==> config.mk <==
export PLATFORM = sky130hd
export DESIGN_NAME = inport_fifo
export DESIGN_NICKNAME = d
export VERILOG_FILES = /design/src/rtl/inport_pkg.sv /design/src/rtl/inport_fifo_sync_chain.sv /design/src/rtl/inport_fifo.sv
export SDC_FILE = /design/constraint.sdc
export NUM_CORES = 1
export LEC_CHECK = 0
export CORE_MARGIN = 2
export CORE_UTILIZATION = 60
export CTS_CLUSTER_SIZE = 8
export DETAILED_ROUTE_END_ITERATION = 6
export PLACE_DENSITY = 0.82
export SLEW_MARGIN = 20
export SYNTH_ARGS = -nofsm -noshare
export SYNTH_HDL_FRONTEND = slang
export SYNTH_HIERARCHICAL = 1
export SYNTH_SLANG_ARGS = --single-unit
==> constraint.sdc <==
create_clock -name clock -period 4.1 [get_ports clock]
set_clock_uncertainty 0.15 [all_clocks]
set_input_delay 0.41 -clock clock [delete_from_list [all_inputs] [get_ports clock]]
set_output_delay 0.41 -clock clock [all_outputs]
set_load 0.05 [all_outputs]
==> src/rtl/inport_pkg.sv <==
// Shared constants and the edge-match helper for the strobe-capture FIFO.
`timescale 1ns/100ps
package inport_pkg;

    localparam int EDGE_RISE = 0;
    localparam int EDGE_FALL = 1;
    localparam int EDGE_BOTH = 2;

    // True when the synchronized strobe transition matches the selected mode.
    function automatic logic edge_hit(input int mode, input logic cur, input logic prev);
        logic hit;
        case (mode)
            EDGE_RISE: hit = cur & ~prev;
            EDGE_FALL: hit = ~cur & prev;
            EDGE_BOTH: hit = cur ^ prev;
            default:   hit = 1'b0;
        endcase
        return hit;
    endfunction

endpackage

==> src/rtl/inport_fifo_sync_chain.sv <==
// Multi-flop synchronizer bringing the asynchronous strobe into the clock domain.
`timescale 1ns/100ps
module sync_chain #(
    parameter int STAGES = 2
) (
    input  logic clock,
    input  logic clear_n,
    input  logic d,
    output logic q
);

    logic [STAGES-1:0] sync_q;
    logic [STAGES-1:0] sync_d;

    // Shift the raw input in at bit 0; the oldest sample leaves at the top.
    always_comb begin
        sync_d = {sync_q[STAGES-2:0], d};
    end

    // Synchronizer flops.
    always_ff @(posedge clock or negedge clear_n) begin
        if (!clear_n) begin
            sync_q <= '0;
        end else begin
            sync_q <= sync_d;
        end
    end

    assign q = sync_q[STAGES-1];

endmodule

==> src/rtl/inport_fifo.sv <==
// Strobe-captured input port: synchronizes an external strobe, pushes the
// external data on the selected edge and presents the FIFO head to the bus.
`timescale 1ns/100ps
module inport_fifo
    import inport_pkg::*;
#(
    parameter int DATA_WIDTH_IN  = 32,
    parameter int DATA_WIDTH_OUT = 32,
    parameter int DEPTH          = 4,
    parameter int SYNC_STAGES    = 2,
    parameter int EDGE_MODE      = EDGE_RISE
) (
    input  logic                       clock,
    input  logic                       clear_n,
    input  logic                       strobe,
    input  logic [DATA_WIDTH_IN-1:0]   External_Input,
    input  logic                       read_en,
    input  logic                       clr_ovf,
    output logic [DATA_WIDTH_OUT-1:0]  BusMuxIn,
    output logic                       valid,
    output logic [$clog2(DEPTH):0]     count,
    output logic                       overflow
);

    localparam int AW = $clog2(DEPTH);
    localparam int CW = AW + 1;

    logic                     sync_out_s;
    logic                     edge_s;
    logic                     full_s;
    logic                     pop_s;
    logic                     push_s;
    logic                     drop_s;
    logic [DATA_WIDTH_IN-1:0] head_s;
    logic [DATA_WIDTH_OUT-1:0] head_ext_s;

    logic [DATA_WIDTH_IN-1:0] mem_q [DEPTH];
    logic [DATA_WIDTH_IN-1:0] mem_d [DEPTH];
    logic [AW-1:0]            wr_ptr_q, wr_ptr_d;
    logic [AW-1:0]            rd_ptr_q, rd_ptr_d;
    logic [CW-1:0]            count_q, count_d;
    logic                     valid_q, valid_d;
    logic                     ovf_q, ovf_d;
    logic                     prev_q, prev_d;

    sync_chain #(
        .STAGES (SYNC_STAGES)
    ) u_sync (
        .clock   (clock),
        .clear_n (clear_n),
        .d       (strobe),
        .q       (sync_out_s)
    );

    // Edge detection, push/pop arbitration and next-state for storage and flags.
    always_comb begin
        edge_s   = edge_hit(EDGE_MODE, sync_out_s, prev_q);
        prev_d   = sync_out_s;
        full_s   = (count_q == CW'(DEPTH));
        pop_s    = read_en & valid_q;
        // A full FIFO still accepts a push when the head leaves in the same cycle.
        push_s   = edge_s & (~full_s | pop_s);
        drop_s   = edge_s & full_s & ~pop_s;

        mem_d    = mem_q;
        wr_ptr_d = wr_ptr_q;
        rd_ptr_d = rd_ptr_q;
        count_d  = count_q;

        if (push_s) begin
            mem_d[wr_ptr_q] = External_Input;
            wr_ptr_d        = wr_ptr_q + AW'(1);
        end else begin
            wr_ptr_d = wr_ptr_q;
        end

        if (pop_s) begin
            rd_ptr_d = rd_ptr_q + AW'(1);
        end else begin
            rd_ptr_d = rd_ptr_q;
        end

        case ({push_s, pop_s})
            2'b10:   count_d = count_q + CW'(1);
            2'b01:   count_d = count_q - CW'(1);
            default: count_d = count_q;
        endcase

        valid_d = (count_d != CW'(0));

        if (drop_s) begin
            ovf_d = 1'b1;
        end else if (clr_ovf) begin
            ovf_d = 1'b0;
        end else begin
            ovf_d = ovf_q;
        end
    end

    // State registers; reset discards queued data and any in-flight edge.
    always_ff @(posedge clock or negedge clear_n) begin
        if (!clear_n) begin
            mem_q    <= '{default: '0};
            wr_ptr_q <= '0;
            rd_ptr_q <= '0;
            count_q  <= '0;
            valid_q  <= 1'b0;
            ovf_q    <= 1'b0;
            prev_q   <= 1'b0;
        end else begin
            mem_q    <= mem_d;
            wr_ptr_q <= wr_ptr_d;
            rd_ptr_q <= rd_ptr_d;
            count_q  <= count_d;
            valid_q  <= valid_d;
            ovf_q    <= ovf_d;
            prev_q   <= prev_d;
        end
    end

    assign head_s = mem_q[rd_ptr_q];

    if (DATA_WIDTH_OUT > DATA_WIDTH_IN) begin : g_zext
        assign head_ext_s = {{(DATA_WIDTH_OUT - DATA_WIDTH_IN){1'b0}}, head_s};
    end else begin : g_trunc
        assign head_ext_s = head_s[DATA_WIDTH_OUT-1:0];
    end

    // Bus data is forced to zero whenever nothing is queued.
    always_comb begin
        if (valid_q) begin
            BusMuxIn = head_ext_s;
        end else begin
            BusMuxIn = '0;
        end
    end

    assign valid    = valid_q;
    assign count    = count_q;
    assign overflow = ovf_q;

endmodule

==> run_results.csv, run 1 <==
group,metric,value,unit
finish,nFillCells,625,
yosys,synth_area,6380,um^2
finish,drive_gt1_frac,0.421,
cts,clk_path_buf_depth,2,
detailed_routing,first_pass_iters,4,
cts,clock-sinks,140,
place,post-place-ws,1170,ps
yosys,ys.warnings.count,6,
global_routing,first_global_vias,3878,
sta,rsz0062_at_grt,"false",
sta,slew_viol_final,0,
cts,cts-root-buf,"clkbuf_8",
sta,fin_ws,652,ps
floorplanning,start_util,0.618,
critical_path,cp.required,3540,ps
sta,slew_headroom,0.418,
place,gp_congestion,0.734,
detailed_routing,wl_per_cell,19.6,um
place,port_buffers,73,
detailed_routing,viasPerCell,5.73,
floorplanning,core,10300,um^2
finish,antenna_cells,0,
detailed_routing,wl,12100,um
finish,nets,512,
detailed_routing,drtIter0Drc,189,
yosys,netlist_instances,391,
yosys,synth.avg_cell_area,16.3,um^2
finish,mostFrequentLayoutCells,"138 x dfrtp_1, 121 x mux2_2, 72 x clkdlybuf4s50_1, 32 x mux4_2, 32 x and2_1",
sta,fmax,290,MHz
yosys,ys_seq_elements,140,
cts,clk_pin_slew,60,ps
floorplanning,pin_count,74,
job,cap_violations,0,
floorplanning,die_w,107,um
cts,insertion_delay,530,ps
floorplanning,rows,37,
global_routing,grt_pass1_wl,20100,um
finish,layout_commonest_cell,"dfrtp_1",
detailed_routing,ant_nets,0,
yosys,ys_seq_area_frac,0.549,
sta,layout_min_cycle_time,3450,ps
critical_path,end_kind,"output port",
status,status,"finished, final reports clean",
yosys,synth.distinct_cells,25,
yosys,syn_nets,434,
finish,syn2layout_area_growth,22.1,%
place,place_hpwl,7540,um
cts,htree_levels,4,
critical_path,worst_ep_arrival_time,2890,ps
cts,cts-buffers-inserted,17,
min_path,hold_path_class,"in2reg",
yosys,yosysTopAreaCell,"dfrtp_1",
floorplanning,die_h,107,um
cts,cts_tree,"yes",
critical_path,critPathKind,"reg2out",
sta,tightest_slew,872,ps
sta,setup_violations,0,
critical_path,path_max_fanout,21,
sta,setup_tns,0,ps
detailed_routing,drc,0,
critical_path,critPathLaunchType,"flop",
global_routing,overflow,0,
global_routing,antenna_found_initial,0,
global_routing,grt_util_all_layers,0.235,
yosys,yosys-top-cells-area,"dfrtp_1 55%, mux2_2 21%, mux4_2 11%, and2_1 3.1%, buf_6 2.1%",
floorplanning,fp.dieArea,11500,um^2
yosys,synth_top_area_share,0.549,
detailed_routing,vias,3541,
sta,finalCritPeriodShare,0.841,
sta,hold_viol,0,
global_routing,grt_max_degree,84,
worst paths after layout:
| path | cells past startpoint | startpoint | slack [ps] | to |
|---|---|---|---|---|
| min in group asynchronous | 2 | clear_n | 340 | mem_q[76] |
| hold reg to reg | 0 | u_sync/sync_q[0] | 200 | u_sync/sync_q[1] |
| hold / removal | 1 | strobe | 170 | u_sync/sync_q[0] |
| setup / recovery | 4 | rd_ptr_q[0] | 650 | BusMuxIn[31] |
| setup reg to reg | 9 | valid | 1390 | valid |
| max in group asynchronous | 3 | clear_n | 2540 | mem_q[75] |
through the flow:
stage | util | hold slack, ps | std cells | area [um^2]
after floorplan | - | -35.6 | 391 | 6380
after CTS | 0.755 | 150 | 618 | 7800
after global placement | 0.695 | 183 | 585 | 7180
final | 0.755 | 167 | 618 | 7800
after global routing | 0.755 | 170 | 618 | 7800
after detailed placement | 0.695 | 190 | 585 | 7180
worst max-delay path, stage by stage (launching register included):
cell             delay [ps]
dfrtp_2                 670
buf_12                  280
mux4_2                  520
and2_1                  190
clkdlybuf4s50_1         700
state kept, by name, summed over array words and instances, names as in the netlist:
name and flops:
mem_q 128, count 3, rd_ptr_q 2, u_sync/sync_q 2
wr_ptr_q 2, overflow 1, prev_q 1, valid 1
synth_stat cells:
| master | count |
|---|---|
| dfrtp_1 | 140 |
| mux2_1 | 9 |
| clkbuf_1 | 6 |
| o22ai_1 | 1 |
| nand2b_1 | 1 |
| inv_2 | 1 |
| o211ai_1 | 1 |
| nand2_1 | 3 |
| ha_1 | 5 |
| buf_6 | 12 |
| inv_1 | 4 |
| and2b_1 | 1 |
| a21oi_1 | 1 |
| buf_2 | 5 |
| or3b_4 | 1 |
| fa_1 | 1 |
| or2_2 | 1 |
| o211ai_4 | 4 |
| nor3b_1 | 1 |
| mux2_2 | 121 |
| nor2_1 | 1 |
| and2_1 | 32 |
| xnor2_1 | 5 |
| mux4_2 | 32 |
| o21ai_0 | 2 |
logic make-up (layout without fill, tap and decap cells):
group,count (synthesis),in the layout,synth area share
AOI/OAI and AO/OA,9,9,0.0178
adders and majority gates,6,6,0.0129
muxes,162,162,0.342
xor gates and xnor gates,5,5,0.00686
and+or+nand+nor,41,41,0.0398
buffers and inverters,28,119,0.0316
DFF,140,140,0.549
what timing repair did:
item                                   in CTS  in global routing
gates resized for setup                     0                  0
hold buffers                                1                  0
setup buffers                               0                  0
endpoints found under the hold margin      81                  0
layout make-up:
type / count / area [um^2] / share of cell area
tap: 136 / 170 / 0.0218
clock buffer: 21 / 469 / 0.0602
clock inverter: 11 / 140 / 0.0180
inverter: 5 / 18.8 / 0.00241
multi-input combinational: 223 / 2680 / 0.344
sequential: 140 / 3510 / 0.450
timing repair buffer: 82 / 815 / 0.104
metal layers:
| layer | wire [um] | part of all wire | vias up | global-route usage |
|---|---|---|---|---|
| li1 | - | - | 1587 | - |
| met4 | 127 | 0.010 | 0 | 0.0751 |
| met5 | 0 | 0 | - | 0 |
| met2 | 6270 | 0.52 | 70 | 0.387 |
| met1 | 5280 | 0.43 | 1873 | 0.304 |
| met3 | 459 | 0.038 | 11 | 0.0650 |
Power of run 1 is not shown: default switching activity piles up to over one toggle a cycle in this logic, so the estimate is an artifact.
==> run 2: changes to the inputs <==
--- a/config.mk
+++ b/config.mk
@@ -6,10 +6,10 @@
 export NUM_CORES = 1
 export LEC_CHECK = 0
 export CORE_MARGIN = 2
-export CORE_UTILIZATION = 60
+export CORE_UTILIZATION = 56
 export CTS_CLUSTER_SIZE = 8
 export DETAILED_ROUTE_END_ITERATION = 6
-export PLACE_DENSITY = 0.82
+export PLACE_DENSITY = 0.77
 export SLEW_MARGIN = 20
 export SYNTH_ARGS = -nofsm -noshare
 export SYNTH_HDL_FRONTEND = slang
==> constraint.sdc (replaced) <==
create_clock -name clock -period 3.45 [get_ports clock]
set_clock_uncertainty 0.15 [all_clocks]
set_input_delay 0.345 -clock clock [delete_from_list [all_inputs] [get_ports clock]]
set_output_delay 0.345 -clock clock [all_outputs]
set_load 0.05 [all_outputs]
==> run_results.csv, run 2 (synthesis gave the netlist of run 1 again) <==
group,metric,value,unit
sta,rsz0062_at_grt,"false",
cts,cts_tree,"yes",
cts,cts-buffers-inserted,17,
finish,nFillCells,747,
critical_path,critPathLaunch,"rd_ptr_q[0]",
finish,nets,517,
global_routing,overflow,0,
global_routing,grt_pass1_wl,20100,um
detailed_routing,viasPerCell,5.67,
critical_path,regToRegSetupSlack,880,ps
finish,drive_gt1_frac,0.423,
place,place_hpwl,7860,um
sta,slew_viol_final,0,
finish,antenna_cells,0,
detailed_routing,drc,0,
critical_path,critPathLaunchType,"flop",
finish,layout_commonest_cell,"dfrtp_1",
finish,design_area,7920,um^2
cts,clk_pin_slew,60,ps
job,cap_violations,0,
sta,layout_min_cycle_time,3180,ps
floorplanning,core,11000,um^2
critical_path,crit_end,"BusMuxIn[31]",
floorplanning,pin_count,74,
critical_path,r2r_cells,9,
finish,fin_util,0.721,
finish,multi_input_area,2680,um^2
sta,slew_headroom,0.515,
floorplanning,rows,38,
place,postPlaceCellArea,7270,um^2
sta,hold_viol,0,
sta,fmax,315,MHz
critical_path,worst_ep_arrival_time,2680,ps
place,port_buffers,73,
finish,syn2layout_area_growth,24.0,%
finish,layout.area.seq,3510,um^2
sta,setup_tns,0,ps
critical_path,r2r-end,"count[2]",
min_path,hold_path_class,"reg2reg",
cts,cts-root-buf,"clkbuf_16",
floorplanning,fp.dieArea,12300,um^2
status,status,"finished, final reports clean",
floorplanning,die_h,111,um
cts,clk_path_buf_depth,2,
cts,htree_levels,4,
critical_path,path_max_fanout,15,
global_routing,first_global_vias,3833,
global_routing,grt_util_all_layers,0.212,
critical_path,cp.required,2950,ps
finish,largest_reg_flops,128,
critical_path,critPathKind,"reg2out",
critical_path,reg2reg_from,"valid",
detailed_routing,vias,3556,
global_routing,grt_max_degree,82,
cts,clock-sinks,140,
sta,setup_violations,0,
finish,largest_register,"mem_q",
detailed_routing,first_pass_iters,4,
global_routing,antenna_found_initial,0,
detailed_routing,wl_per_cell,19.3,um
detailed_routing,ant_nets,0,
sta,finalCritPeriodShare,0.921,
critical_path,end_kind,"output port",
sta,tightest_slew,728,ps
cts,insertion_delay,420,ps
floorplanning,die_w,111,um
finish,mostFrequentLayoutCells,"138 x dfrtp_1, 121 x mux2_2, 72 x clkdlybuf4s50_1, 32 x mux4_2, 32 x and2_1",
floorplanning,start_util,0.581,
detailed_routing,drtIter0Drc,137,
detailed_routing,wl,12100,um
place,gp_congestion,0.721,
-- run 2: cell count changes in the layout (fill, tap and decap cells not counted), sizes merged --
cell and change:
clkinvlp -2, bufinv +1, clkbuf +1, buf +5
-- run 2: through the flow --
step           instances  hold slack [ps]  worst slack (ps)
3_3_place_gp         594              182               688
6_report             627              206               274
5_1_grt              627              226               151
3_5_place_dp         594              197               614
2_1_floorplan        391             -101               890
4_1_cts              627              210               225
-- run 2: worst min-delay path by stage --
stage,startpoint,end,depth (start not counted)
finish,u_sync/sync_q[0],u_sync/sync_q[1],0
global route,strobe,u_sync/sync_q[0],1
CTS,u_sync/sync_q[0],u_sync/sync_q[1],0
detailed placement,u_sync/sync_q[0],u_sync/sync_q[1],0
global placement,u_sync/sync_q[0],u_sync/sync_q[1],0
floorplan,clear_n,count[0],0
-- run 2: layout make-up --
cell class / count / share of cell area
inverter: 5 / 0.00237
sequential: 140 / 0.443
clock buffer: 22 / 0.0599
multi-input combinational: 223 / 0.338
timing repair buffer: 87 / 0.114
clock inverter: 10 / 0.0205
tap: 140 / 0.0221
-- run 2: timing repair --
| action | 4_1_cts | 5_1_grt |
|---|---|---|
| gates resized for setup | 0 | 0 |
| hold buffers | 1 | 0 |
| setup buffers | 0 | 0 |
| hold endpoints to repair | 80 | 0 |
-- run 2: routing by layer --
| layer | global-route usage | wire [um] | share of wire | up-vias |
|---|---|---|---|---|
| li1 | - | - | - | 1598 |
| met1 | 0.269 | 5300 | 0.44 | 1858 |
| met2 | 0.351 | 6070 | 0.50 | 83 |
| met3 | 0.0640 | 549 | 0.045 | 17 |
| met4 | 0.0717 | 150 | 0.012 | 0 |
| met5 | 0 | 0 | 0 | - |
-- run 2: worst max-delay path, cell delays in order (launching register included) --
cell and delay (ps):
dfrtp_2 630, buf_12 240, mux4_2 530, and2_1 170, clkdlybuf4s50_1 690
Power of run 2 is left out for the same reason.
==> run 3: changes to the inputs <==
--- a/config.mk
+++ b/config.mk
@@ -5,8 +5,10 @@
 export SDC_FILE = /design/constraint.sdc
 export NUM_CORES = 1
 export LEC_CHECK = 0
+export ABC_AREA = 1
 export CORE_MARGIN = 2
-export CORE_UTILIZATION = 56
+export CORE_UTILIZATION = 57
+export CTS_CLUSTER_DIAMETER = 50
 export CTS_CLUSTER_SIZE = 8
 export DETAILED_ROUTE_END_ITERATION = 6
 export PLACE_DENSITY = 0.77
==> run_results.csv, run 3 <==
group,metric,value,unit
status,status,"finished, final reports clean",
detailed_routing,wl_per_cell,17.7,um
yosys,synth_edf_count,0,
yosys,async_flop_share,1.00,
cts,cts-root-buf,"clkbuf_16",
finish,nets,992,
global_routing,grt_max_degree,80,
cts,clk_pin_slew,50,ps
floorplanning,die_w,115,um
min_path,whs_endpoint,"u_sync/sync_q[0]",
cts,htree_levels,4,
power_and_ir_drop,powerDensity,1150,nW/um^2
detailed_routing,drc,0,
yosys,synth_top_family_by_area,"simple AND/OR/NAND/NOR gates",
yosys,ys_seq_area_frac,0.498,
critical_path,path_cells,"inv_2, buf_4, nand2_1, a21oi_1, buf_12",
global_routing,overflow,0,
critical_path,r2r_cells,9,
cts,post_cts_resized,0,
critical_path,critPathKind,"reg2out",
yosys,synth_area,7030,um^2
sta,layout_min_cycle_time,2760,ps
power_and_ir_drop,peakVddDrop,0.000793,V
critical_path,slowest_stage,"inv_2",
place,gp_congestion,0.799,
place,port_buffers,73,
yosys,synth-xor-area-share,0.00249,
yosys,synth-simple-area-share,0.377,
yosys,synth_top_flop_cell,"dfrtp_1",
critical_path,worst_ep_arrival_time,2260,ps
critical_path,path_max_fanout,27,
finish,antenna_cells,0,
floorplanning,die_h,115,um
floorplanning,pin_count,74,
yosys,synth.distinct_cells,22,
cts,cts_setup_buffers,0,
yosys,ys_seq_elements,140,
sta,tightest_slew,879,ps
finish,largest_register,"mem_q",
place,place_hpwl,11300,um
critical_path,reg2reg_from,"count[1]",
yosys,yosys.area_share.adder,0.0117,
floorplanning,rows,40,
finish,largest_reg_flops,128,
sta,setup_violations,0,
finish,drive_gt1_frac,0.101,
critical_path,r2r-end,"valid",
finish,fin_util,0.696,
critical_path,path_buf_inv,3,
detailed_routing,ant_nets,0,
finish,syn2layout_area_growth,18.8,%
critical_path,cp_slowest_stage_delay,430,ps
sta,fmax,363,MHz
global_routing,grt_util_all_layers,0.316,
detailed_routing,viasPerCell,6.04,
yosys,yosys-top-cells-area,"dfrtp_1 50%, nand2_1 21%, nand4_1 12%, nor2_1 3.6%, a21oi_1 2.3%",
min_path,hold_path_class,"in2reg",
critical_path,critPathTopFamily,"buffers and inverters",
floorplanning,core,12000,um^2
job,cap_violations,0,
yosys,synth_compound_area_frac,0.0463,
yosys,syn_nets,953,
sta,slew_headroom,0.414,
sta,hold_viol,0,
critical_path,end_kind,"output port",
yosys,yosysMostFrequentCell,"nand2_1",
cts,insertion_delay,420,ps
yosys,ys.warnings.count,6,
sta,finalCritPeriodShare,0.799,
cts,cts_hold_buf,1,
min_path,min_path_cells,1,
global_routing,antenna_found_initial,0,
cts,clock-sinks,140,
global_routing,grt_pass1_wl,32700,um
finish,layout_commonest_cell,"nand2_1",
yosys,synth_top_area_share,0.498,
sta,rsz0062_at_grt,"false",
yosys,synth.avg_cell_area,7.73,um^2
detailed_routing,drtIter0Drc,673,
detailed_routing,wl,19600,um
yosys,netlist_instances,910,
detailed_routing,vias,6698,
finish,mostFrequentLayoutCells,"397 x nand2_1, 139 x dfrtp_1, 130 x nand4_1, 68 x nor2_1, 46 x buf_4",
power_and_ir_drop,leakagePower,4.28,nW
critical_path,cp.required,2950,ps
floorplanning,start_util,0.586,
floorplanning,fp.dieArea,13200,um^2
critical_path,critPathLaunchType,"flop",
cts,cts-buffers-inserted,17,
yosys,yosysTopAreaCell,"dfrtp_1",
global_routing,first_global_vias,6518,
yosys,ys_top_cells_by_count,"397 x nand2_1, 140 x dfrtp_1, 130 x nand4_1, 68 x nor2_1, 32 x a21oi_1",
sta,slew_viol_final,0,
sta,setup_tns,0,ps
cts,cts_tree,"yes",
cts,clk_path_buf_depth,2,
critical_path,regToRegSetupSlack,930,ps
detailed_routing,first_pass_iters,5,
yosys,synth_mux_area_frac,0,
min_path,min_from,"strobe",
[run 3: worst reg2reg max path, delay by kind of cell (launching register included)]
| kind | cells | cell delay (ps) |
|---|---|---|
| fa+ha+maj | 2 | 700 |
| flops | 1 | 440 |
| simple gates | 7 | 1120 |
[run 3: final cells by class]
class | count | area [um^2]
Multi-Input combinational cell | 679 | 3080
Clock inverter | 8 | 65.1
Inverter | 12 | 45.0
Sequential cell | 140 | 3500
Tap cell | 147 | 184
Timing Repair Buffer | 99 | 987
Fill cell | 973 | 3650
Clock buffer | 24 | 492
[run 3: routing by layer]
metal  track usage  wire length, um  up-vias
met3        0.0575             1380       47
met5             0                0        -
li1              -                -     3091
met1         0.423             8200     3287
met2         0.508             9640      273
met4         0.138              405        0
[run 3: kinds of logic after synthesis]
kind of cell / after synthesis
buf+inv: 91
fa+ha+maj: 6
flops: 140
compound gates: 65
simple gates: 606
xor+xnor: 2
[run 3: stage by stage]
| step | total power [mW] | worst slack [ps] | std cells | hold WS, ps | cell area [um^2] |
|---|---|---|---|---|---|
| CTS | 9.63 | 733 | 1109 | 201 | 8360 |
| global route | 10.3 | 613 | 1109 | 216 | 8360 |
| floorplan | 6.21 | 1010 | 910 | -101 | 7030 |
| global placement | 7.74 | 759 | 1076 | 194 | 7790 |
| detailed placement | 7.89 | 698 | 1076 | 190 | 7790 |
| finish | 9.65 | 695 | 1109 | 208 | 8360 |
[run 3: where the power goes]
group	total, mW	internal (mW)	switching [mW]
sequential	2.88	2.43	0.454
combinational	5.05	1.64	3.41
clock	1.72	1.06	0.665
total	9.65	5.12	4.53
[run 3: how the worst max path moves through the flow]
| stage | from | endpoint | slack [ps] | cells past startpoint |
|---|---|---|---|---|
| 6_report | rd_ptr_q[1] | BusMuxIn[13] | 690 | 5 |
| 5_1_grt | rd_ptr_q[1] | BusMuxIn[13] | 610 | 5 |
| 4_1_cts | rd_ptr_q[1] | BusMuxIn[13] | 730 | 5 |
| 3_5_place_dp | read_en | valid | 700 | 10 |
| 3_3_place_gp | read_en | valid | 760 | 10 |
| 2_1_floorplan | valid | valid | 1010 | 10 |
(Power assumes the default switching activity.)
